===== src/rtl/ula_pkg.sv =====
`default_nettype none
// ula_pkg: shared types and constants for the ULA clone interrupt path.
// Revision 1.0
package ula_pkg;

  typedef enum logic [2:0] {
    S_IDLE    = 3'd0,
    S_PENDING = 3'd1,
    S_GRACE   = 3'd2,
    S_DRIVE   = 3'd3,
    S_RELEASE = 3'd4
  } ack_state_t;

  localparam logic [7:0] FLOAT_BUS     = 8'hFF;
  localparam int         GRACE_DEFAULT = 8;
  localparam logic [8:0] LAT_MAX       = 9'd511;

  function automatic logic [7:0] sat_inc8(input logic [7:0] v);
    return (v == 8'hFF) ? v : v + 8'd1;
  endfunction

  function automatic logic [8:0] sat_inc_lat(input logic [8:0] v);
    return (v == LAT_MAX) ? v : v + 9'd1;
  endfunction

endpackage
`default_nettype wire


===== src/rtl/sync2.sv =====
`default_nettype none
// sync2: 1-bit two-flop synchronizer, both stages reset to 1 (inactive strobe level).
// Revision 1.0
module sync2 (
  input  logic clk,
  input  logic reset,
  input  logic d,
  output logic q1,
  output logic q2
);

  always_ff @(posedge clk or posedge reset) begin
    if (reset) begin
      q1 <= 1'b1;
      q2 <= 1'b1;
    end else begin
      q1 <= d;
      q2 <= q1;
    end
  end

endmodule
`default_nettype wire


===== src/rtl/intack_responder.sv =====
`default_nettype none
// intack_responder: detects the Z80 interrupt-acknowledge cycle, drives the vector or floating bus,
// and reports acknowledge latency, spurious acknowledges and missed frame interrupts. Revision 1.0
module intack_responder
  import ula_pkg::*;
#(
  parameter int GRACE = GRACE_DEFAULT
) (
  input  logic       clk14,
  input  logic       reset,
  input  logic       int_n,
  input  logic       m1_n,
  input  logic       iorq_n,
  input  logic       vector_en,
  input  logic [7:0] vector,
  output logic [7:0] d_out,
  output logic       d_oe,
  output logic       int_pending,
  output logic       int_acked,
  output logic       spurious,
  output logic [7:0] missed_cnt,
  output logic [8:0] latency
);

  localparam int             GW         = (GRACE > 1) ? $clog2(GRACE) : 1;
  localparam logic [GW-1:0]  GRACE_LOAD = GW'(GRACE - 1);

  logic unused_m1_q1;
  logic m1_s;
  logic iorq_q1;
  logic iorq_s;
  logic ack_s;
  logic bus_free;
  logic [7:0] drive_byte;

  ack_state_t    state;
  logic [8:0]    lat_cnt;
  logic [GW-1:0] grace_cnt;
  logic          served;

  sync2 u_sync_m1 (
    .clk   (clk14),
    .reset (reset),
    .d     (m1_n),
    .q1    (unused_m1_q1),
    .q2    (m1_s)
  );

  sync2 u_sync_iorq (
    .clk   (clk14),
    .reset (reset),
    .d     (iorq_n),
    .q1    (iorq_q1),
    .q2    (iorq_s)
  );

  assign ack_s       = ~m1_s & ~iorq_s;
  assign bus_free    = m1_s & iorq_s;
  assign drive_byte  = vector_en ? vector : FLOAT_BUS;
  assign int_pending = (state == S_PENDING) || (state == S_GRACE);

  // served blocks a still-low int_n from re-arming the same frame after its acknowledge.
  always_ff @(posedge clk14 or posedge reset) begin
    if (reset) begin
      state      <= S_IDLE;
      lat_cnt    <= 9'd0;
      grace_cnt  <= '0;
      served     <= 1'b0;
      d_out      <= FLOAT_BUS;
      d_oe       <= 1'b0;
      int_acked  <= 1'b0;
      spurious   <= 1'b0;
      missed_cnt <= 8'd0;
      latency    <= 9'd0;
    end else begin
      int_acked <= 1'b0;
      if (int_n) begin
        served <= 1'b0;
      end

      case (state)
        S_IDLE: begin
          if (!int_n && !served) begin
            state   <= S_PENDING;
            lat_cnt <= 9'd0;
          end else if (ack_s) begin
            state    <= S_DRIVE;
            spurious <= 1'b1;
            d_oe     <= 1'b1;
            d_out    <= drive_byte;
          end
        end

        S_PENDING: begin
          lat_cnt <= sat_inc_lat(lat_cnt);
          if (ack_s) begin
            state     <= S_DRIVE;
            int_acked <= 1'b1;
            latency   <= lat_cnt;
            served    <= 1'b1;
            d_oe      <= 1'b1;
            d_out     <= drive_byte;
          end else if (int_n) begin
            state     <= S_GRACE;
            grace_cnt <= GRACE_LOAD;
          end
        end

        S_GRACE: begin
          lat_cnt <= sat_inc_lat(lat_cnt);
          if (ack_s) begin
            state     <= S_DRIVE;
            int_acked <= 1'b1;
            latency   <= lat_cnt;
            served    <= 1'b1;
            d_oe      <= 1'b1;
            d_out     <= drive_byte;
          end else if (!int_n) begin
            state <= S_PENDING;
          end else if (grace_cnt == '0) begin
            state      <= S_IDLE;
            missed_cnt <= sat_inc8(missed_cnt);
          end else begin
            grace_cnt <= grace_cnt - 1'b1;
          end
        end

        // First synchronizer stage lets the bus turn around one edge sooner.
        S_DRIVE: begin
          if (iorq_q1) begin
            state <= S_RELEASE;
            d_oe  <= 1'b0;
          end
        end

        S_RELEASE: begin
          if (bus_free) begin
            state <= S_IDLE;
          end
        end

        default: begin
          state <= S_IDLE;
          d_oe  <= 1'b0;
        end
      endcase
    end
  end

endmodule
`default_nettype wire


===== config.mk =====
export PLATFORM = sky130hd
export DESIGN_NAME = intack_responder
export DESIGN_NICKNAME = d
export VERILOG_FILES = /design/src/rtl/ula_pkg.sv /design/src/rtl/sync2.sv /design/src/rtl/intack_responder.sv
export SDC_FILE = /design/constraint.sdc
export NUM_CORES = 1
export LEC_CHECK = 0
export ABC_AREA = 1
export BUFFER_PORTS_ARGS = -buffer_cell sky130_fd_sc_hd__buf_2
export CAP_MARGIN = 10
export CELL_PAD_IN_SITES_DETAIL_PLACEMENT = 0
export CELL_PAD_IN_SITES_GLOBAL_PLACEMENT = 1
export CORE_MARGIN = 1
export CORE_UTILIZATION = 31
export DETAILED_ROUTE_END_ITERATION = 8
export PLACE_DENSITY_LB_ADDON = 0.25
export SLEW_MARGIN = 20
export SYNTH_ARGS = -nofsm -noshare
export SYNTH_HDL_FRONTEND = slang
export SYNTH_SLANG_ARGS = --single-unit

===== constraint.sdc =====
create_clock -name clk14 -period 2.2 [get_ports clk14]
set_input_delay 0.44 -clock clk14 [delete_from_list [all_inputs] [get_ports clk14]]
set_output_delay 0.44 -clock clk14 [all_outputs]
set_load 0.01 [all_outputs]

==> impl_metrics.py, run 1 <==
metrics = {
    "floorplan": {
        "chipWidth_um": 89.46,
        "rows": 31,
        "core_sq_um": 7331,
        "die_area_sq_um": 8002,
        "ios": 43,
        "start_util": 0.3234,
        "dieHeight_um": 89.46,
    },
    "layout": {
        "nNetsFinal": 346,
        "antenna_cells": 0,
        "drive_above_1_share": 0.2805,
        "fill_cells": 767,
        "syn_to_final_growth_pct": 16.94,
    },
    "status": {
        "status": "completed",
    },
    "synthesis": {
        "synth_top_area_cell": "dfrtp_1",
        "synth_flop_cell": "dfrtp_1",
        "synthCells": 281,
        "syn_nets": 300,
        "ys.warnings.count": 0,
        "synth_top_area_share": 0.3799,
        "async_reset_ff_frac": 1.000,
        "syn_area_sq_um": 2371,
        "ys_seq_area_frac": 0.5129,
        "yosys-top-cells-area": "dfrtp_1 (38%), nand2_1 (16%), dfstp_2 (13%)",
        "avgSynthCellArea_sq_um": 8.438,
        "yosys_register_bits": 48,
        "synth_cell_types": 30,
        "synth_edf_count": 0,
    },
    "sta": {
        "maxSlewViolCount": 0,
        "setup_viol": 0,
        "worst_pin_slew_ns": 0.6066,
        "finalCritPeriodShare": 0.8622,
        "min_period_ns": 1.897,
        "relSlewSlack": 0.5956,
        "finalSetupTns_ns": 0,
        "grt_setup_unrepaired": "no",
        "fmax_mhz": 527.2,
        "skew_ns": 0.01016,
        "worst_slack_ns": 0.3031,
        "hold_viol_final": 0,
    },
    "clock_tree": {
        "tritoncts": "yes",
        "ctsResizeCount": 0,
        "clk_latency_ns": 0.30,
        "cts_buffer_depth": 2,
        "clkSinkCount": 48,
        "clk_pin_slew_worst_paths_ns": 0.09,
        "cts_max_level": 2,
        "postCtsSetupBuffers": 0,
        "numCtsBuffers": 5,
        "ctsHoldBuffers": 0,
        "cts-root-buf": "clkbuf_8",
    },
    "routing": {
        "drtIter0Drc": 105,
        "routed_wl_um": 4751,
        "wire_per_inst_um": 11.13,
        "drt.antenna.violating_nets": 0,
        "vias": 1880,
        "drt-vias-per-instance": 4.403,
        "first_pass_iters": 4,
        "route.detailed.drc": 0,
    },
    "pwr": {
        "finalPower_uw": 2964,
        "power.density_nw_per_um2": 1069,
        "irDropWorstVdd_uv": 478.0,
        "power.leakage_uw": 0.001423,
    },
    "grt": {
        "grt_pass1_vias": 1739,
        "busiest_layer": "met2",
        "grt_pass1_wl_um": 8086,
        "use_met3": 0.03324,
        "antenna_found_initial": 0,
        "grt_max_degree": 49,
        "grt_overflow": 0,
        "track_usage": 0.1313,
        "met1_usage": 0.1795,
        "grtUsageMet2": 0.2006,
    },
    "worst_setup_path": {
        "crit_type": "register to primary output",
        "rrSetupSlack_ns": 0.38,
        "end_kind": "primary output",
        "worstPathArrival_ns": 1.46,
        "cp.required_ns": 1.76,
        "crit_fanout": 12,
        "worstSetupStartpointType": "register",
    },
    "place": {
        "portBuffers": 42,
        "place_congestion": 0.7345,
        "pre_cts_slack_ns": 0.4058,
        "dp_hpwl_um": 3329,
    },
    "worst_hold_path": {
        "hp-class": "primary input to register",
    },
    "run": {
        "maxCapViolations": 0,
    },
}
## state kept, by name, indices dropped and copies added (netlist names)
register	flops
d_oe	1
d_out	8
grace_cnt	3
int_acked	1
lat_cnt	9
latency	9
missed_cnt	8
served	1
spurious	1
state	3
u_sync_iorq.q1	1
u_sync_iorq.q2	1
u_sync_m1.q1	1
u_sync_m1.q2	1
## synthesized netlist by cell type, types with 2 or more instances
cell type,count
inv_2,3
o21ai_0,12
o21ai_2,9
a21oi_2,2
xnor2_1,5
nand3_1,19
inv_1,23
nand3_2,3
nand2_2,4
nand2_1,99
dfstp_2,12
nor2_2,3
o21ai_1,10
buf_2,2
nor2_1,20
ha_1,5
a21boi_1,2
dfrtp_1,36
## critical path, stage by stage (launching register included)
cell     delay, ns
dfrtp_1       0.46
inv_2         0.14
nand3_2       0.11
nand2_2       0.25
buf_2         0.19
## logic make-up after synthesis
| logic type | count (synthesis) | share of synthesized area |
|---|---|---|
| buffers and inverters | 31 | 0.05752 |
| adders and majority gates | 5 | 0.02639 |
| DFF | 48 | 0.5129 |
| xor gates and xnor gates | 6 | 0.02216 |
| and+or+nand+nor | 154 | 0.2823 |
| AOI/OAI and AO/OA | 37 | 0.09868 |
## area by class of cell
type                       instances  area, sq um  area share
inverter                          27        103.9     0.03746
clock inverter                     2        10.01    0.003610
sequential                        48         1216      0.4386
multi-input combinational        202         1018      0.3673
timing repair buffer              43        217.7     0.07852
tap                               99        123.9     0.04468
clock buffer                       6        82.58     0.02978
## stage by stage
stage	hold slack (ns)	util	instance area, sq um	cells
2_1_floorplan	0.3452	-	2371	281
3_3_place_gp	0.3484	0.3656	2680	419
3_5_place_dp	0.3535	0.3656	2680	419
4_1_cts	0.2179	0.3782	2773	427
5_1_grt	0.2076	0.3782	2773	427
6_report	0.2294	0.3782	2773	427
## layer usage
| layer | vias to the layer above | wire length, um |
|---|---|---|
| li1 | 985 | - |
| met4 | 0 | 74 |
| met2 | 38 | 2015 |
| met3 | 7 | 219 |
| met5 | - | 0 |
| met1 | 850 | 2442 |
## cell usage in the layout (no fill, tap or decap)
cell / count
xnor2_1: 5
nor3_1: 1
a21boi_1: 2
nand2_2: 4
inv_4: 1
o21ai_1: 10
buf_4: 1
nor2_2: 3
nand4_1: 1
nand3_1: 19
clkinv_2: 2
nor2_1: 20
inv_2: 4
buf_2: 42
nor2_4: 1
nand3_4: 1
a21oi_1: 1
o21bai_1: 1
a21oi_2: 2
dfrtp_1: 36
o21ai_0: 12
nand2_1: 99
nand3b_1: 1
inv_1: 22
xor2_1: 1
nand3_2: 3
or2_2: 1
dfstp_2: 12
ha_1: 5
o21ai_2: 9
clkbuf_8: 6
## worst paths after layout
| kind | from | endpoint | depth (start not counted) |
|---|---|---|---|
| max | state[2] | int_pending | 4 |
| min | iorq_n | u_sync_iorq.q1 | 1 |
| max reg2reg | lat_cnt[1] | lat_cnt[7] | 10 |
| min reg2reg | u_sync_m1.q1 | u_sync_m1.q2 | 0 |
| max in group asynchronous | reset | grace_cnt[2] | 3 |
| min in group asynchronous | reset | missed_cnt[0] | 3 |
## power by group
group,leakage [uW],switching (uW),total [uW],internal [uW]
logic,0.000775,740,1120,378
clock network,0.0000510,305,556,252
registers,0.000596,153,1290,1140
total,0.00142,1200,2960,1770
No activity file was read; power rests on OpenSTA's default activity.
==> inputs of run 2 (changes only) <==
Settings changed: SYNTH_HIERARCHICAL set to 1.
==> impl_metrics.py, run 2 <==
metrics = {
    "grt": {
        "grt_pass1_vias": 1689,
        "grt_pass1_wl_um": 7990,
        "grt_overflow": 0,
        "grt_max_degree": 19,
        "antenna_found_initial": 0,
        "track_usage": 0.1311,
    },
    "synthesis": {
        "ys.warnings.count": 6,
        "synthCells": 283,
        "syn_nets": 302,
        "synth_flop_cell": "dfrtp_1",
        "synth_common_cells": "nand2_1 (88), dfrtp_1 (36), inv_1 (31), nor2_1 (29), nand3_1 (19)",
        "ys_seq_area_frac": 0.5127,
        "async_reset_ff_frac": 1.000,
        "yosys_register_bits": 48,
        "synth_cell_types": 26,
        "synth_most_common_cell": "nand2_1",
        "synth_top_area_share": 0.3797,
        "syn_area_sq_um": 2372,
        "synth_top_area_cell": "dfrtp_1",
        "synth_edf_count": 0,
        "yosys-top-cells-area": "dfrtp_1 (38%), nand2_1 (14%), dfstp_2 (13%)",
        "avgSynthCellArea_sq_um": 8.383,
    },
    "layout": {
        "mostFrequentLayoutCell": "nand2_1",
        "nNetsFinal": 350,
        "final_cell_mix": "nand2_1 (88), buf_2 (42), dfrtp_1 (36)",
        "reg.largest.list": "lat_cnt: 9 flops, latency: 9 flops",
        "syn_to_final_growth_pct": 17.09,
        "antenna_cells": 0,
        "drive_above_1_share": 0.2560,
        "fill_cells": 776,
    },
    "worst_setup_path": {
        "critPathSlowestCell": "dfrtp_1",
        "crit_fanout": 7,
        "crit_type": "register to primary output",
        "r2r_start": "lat_cnt[0]",
        "end_kind": "primary output",
        "cp_top_family": "flip-flops",
        "crit_chain": "inv_2 > nand3_2 > nand2_4 > buf_2",
        "cpPeakStageDelay_ns": 0.49,
        "worstSetupStartpointType": "register",
        "startpoint": "state[1]",
        "cp.buffers_inverters": 2,
        "worstPathArrival_ns": 1.36,
        "cp.required_ns": 1.76,
    },
    "clock_tree": {
        "ctsResizeCount": 0,
        "postCtsSetupBuffers": 0,
        "clk_latency_ns": 0.30,
        "cts_buffer_depth": 2,
        "clk_pin_slew_worst_paths_ns": 0.08,
        "ctsHoldBuffers": 0,
        "cts_max_level": 2,
        "clkSinkCount": 48,
        "cts-root-buf": "clkbuf_8",
        "numCtsBuffers": 5,
        "tritoncts": "yes",
    },
    "routing": {
        "route.detailed.drc": 0,
        "drtIter0Drc": 85,
        "routed_wl_um": 4711,
        "first_pass_iters": 4,
        "wire_per_inst_um": 10.93,
        "vias": 1845,
        "drt-vias-per-instance": 4.281,
        "drt.antenna.violating_nets": 0,
    },
    "floorplan": {
        "start_util": 0.3236,
        "rows": 31,
        "dieHeight_um": 89.48,
        "chipWidth_um": 89.48,
        "ios": 43,
        "die_area_sq_um": 8007,
        "core_sq_um": 7331,
    },
    "place": {
        "dp_hpwl_um": 3560,
        "place_congestion": 0.7817,
        "portBuffers": 42,
    },
    "sta": {
        "min_period_ns": 1.797,
        "grt_setup_unrepaired": "no",
        "holdWs_ns": 0.1643,
        "finalSetupTns_ns": 0,
        "skew_ns": 0.007079,
        "setup_viol": 0,
        "hold_viol_final": 0,
        "relSlewSlack": 0.5587,
        "finalCritPeriodShare": 0.8170,
        "worst_pin_slew_ns": 0.6578,
        "maxSlewViolCount": 0,
        "fmax_mhz": 556.4,
    },
    "pwr": {
        "power.leakage_uw": 0.001447,
        "power.density_nw_per_um2": 1107,
        "irDropWorstVdd_uv": 330.3,
    },
    "status": {
        "status": "completed",
    },
    "worst_hold_path": {
        "hp-class": "primary input to asynchronous set/reset pin",
    },
    "run": {
        "maxCapViolations": 0,
    },
}
run 2: stage by stage:
stage	cells	util	setup slack [ns]	instance area (sq um)	power (uW)
after detailed placement	423	0.3666	0.4398	2688	2577
final	431	0.3789	0.4027	2778	3075
after global routing	431	0.3789	0.2646	2778	3370
after floorplan	283	-	0.6468	2372	2257
after global placement	423	0.3666	0.4701	2688	2566
after CTS	431	0.3789	0.3934	2778	3135
run 2: power by group:
part | leakage, uW | switching, uW | internal (uW)
clock network | 0.0000455 | 280 | 257
registers | 0.000596 | 182 | 1160
logic | 0.000805 | 763 | 432
total | 0.00145 | 1230 | 1850
run 2: metal layers:
| metal | track usage | up-vias | share of wire |
|---|---|---|---|
| li1 | - | 976 | - |
| met1 | 0.1849 | 821 | 0.52 |
| met2 | 0.1992 | 42 | 0.43 |
| met3 | 0.03139 | 6 | 0.046 |
| met4 | 0.03896 | 0 | 0.012 |
| met5 | 0 | - | 0 |
run 2: final timing paths:
check	cells past startpoint	end	slack, ns
max in group asynchronous	3	d_out[5]	1.41
min in group clk14	1	u_sync_iorq/q1	0.24
setup / recovery	4	int_pending	0.40
hold reg to reg	0	u_sync_m1/q2	0.36
setup reg to reg	10	lat_cnt[4]	0.44
hold / removal	2	state[0]	0.16
run 2: area by class of cell:
cell class                      instances  area (sq um)  area share
Sequential cell                        48          1216      0.4378
Timing Repair Buffer                   44         225.2     0.08108
Tap cell                               99         123.9     0.04459
Multi-Input combinational cell        197         991.0      0.3568
Inverter                               35         131.4     0.04730
Clock buffer                            8         90.09     0.03243
run 2: cell families after synthesis:
group,count (synthesis),share of synthesized area
compound gates,32,0.07806
xor+xnor,8,0.02953
fa+ha+maj,5,0.02637
buf+inv,38,0.06962
flops,48,0.5127
simple gates,152,0.2838
run 2: worst register-to-register path: stages (launching register included):
cell and delay [ns]:
dfrtp_1 0.42, ha_1 0.22, nand2_1 0.11, nor2_1 0.07
nand2_1 0.08, nor2_1 0.05, ha_1 0.20, nand2_2 0.07
nand3_2 0.22, nand2_1 0.15, o21ai_2 0.06
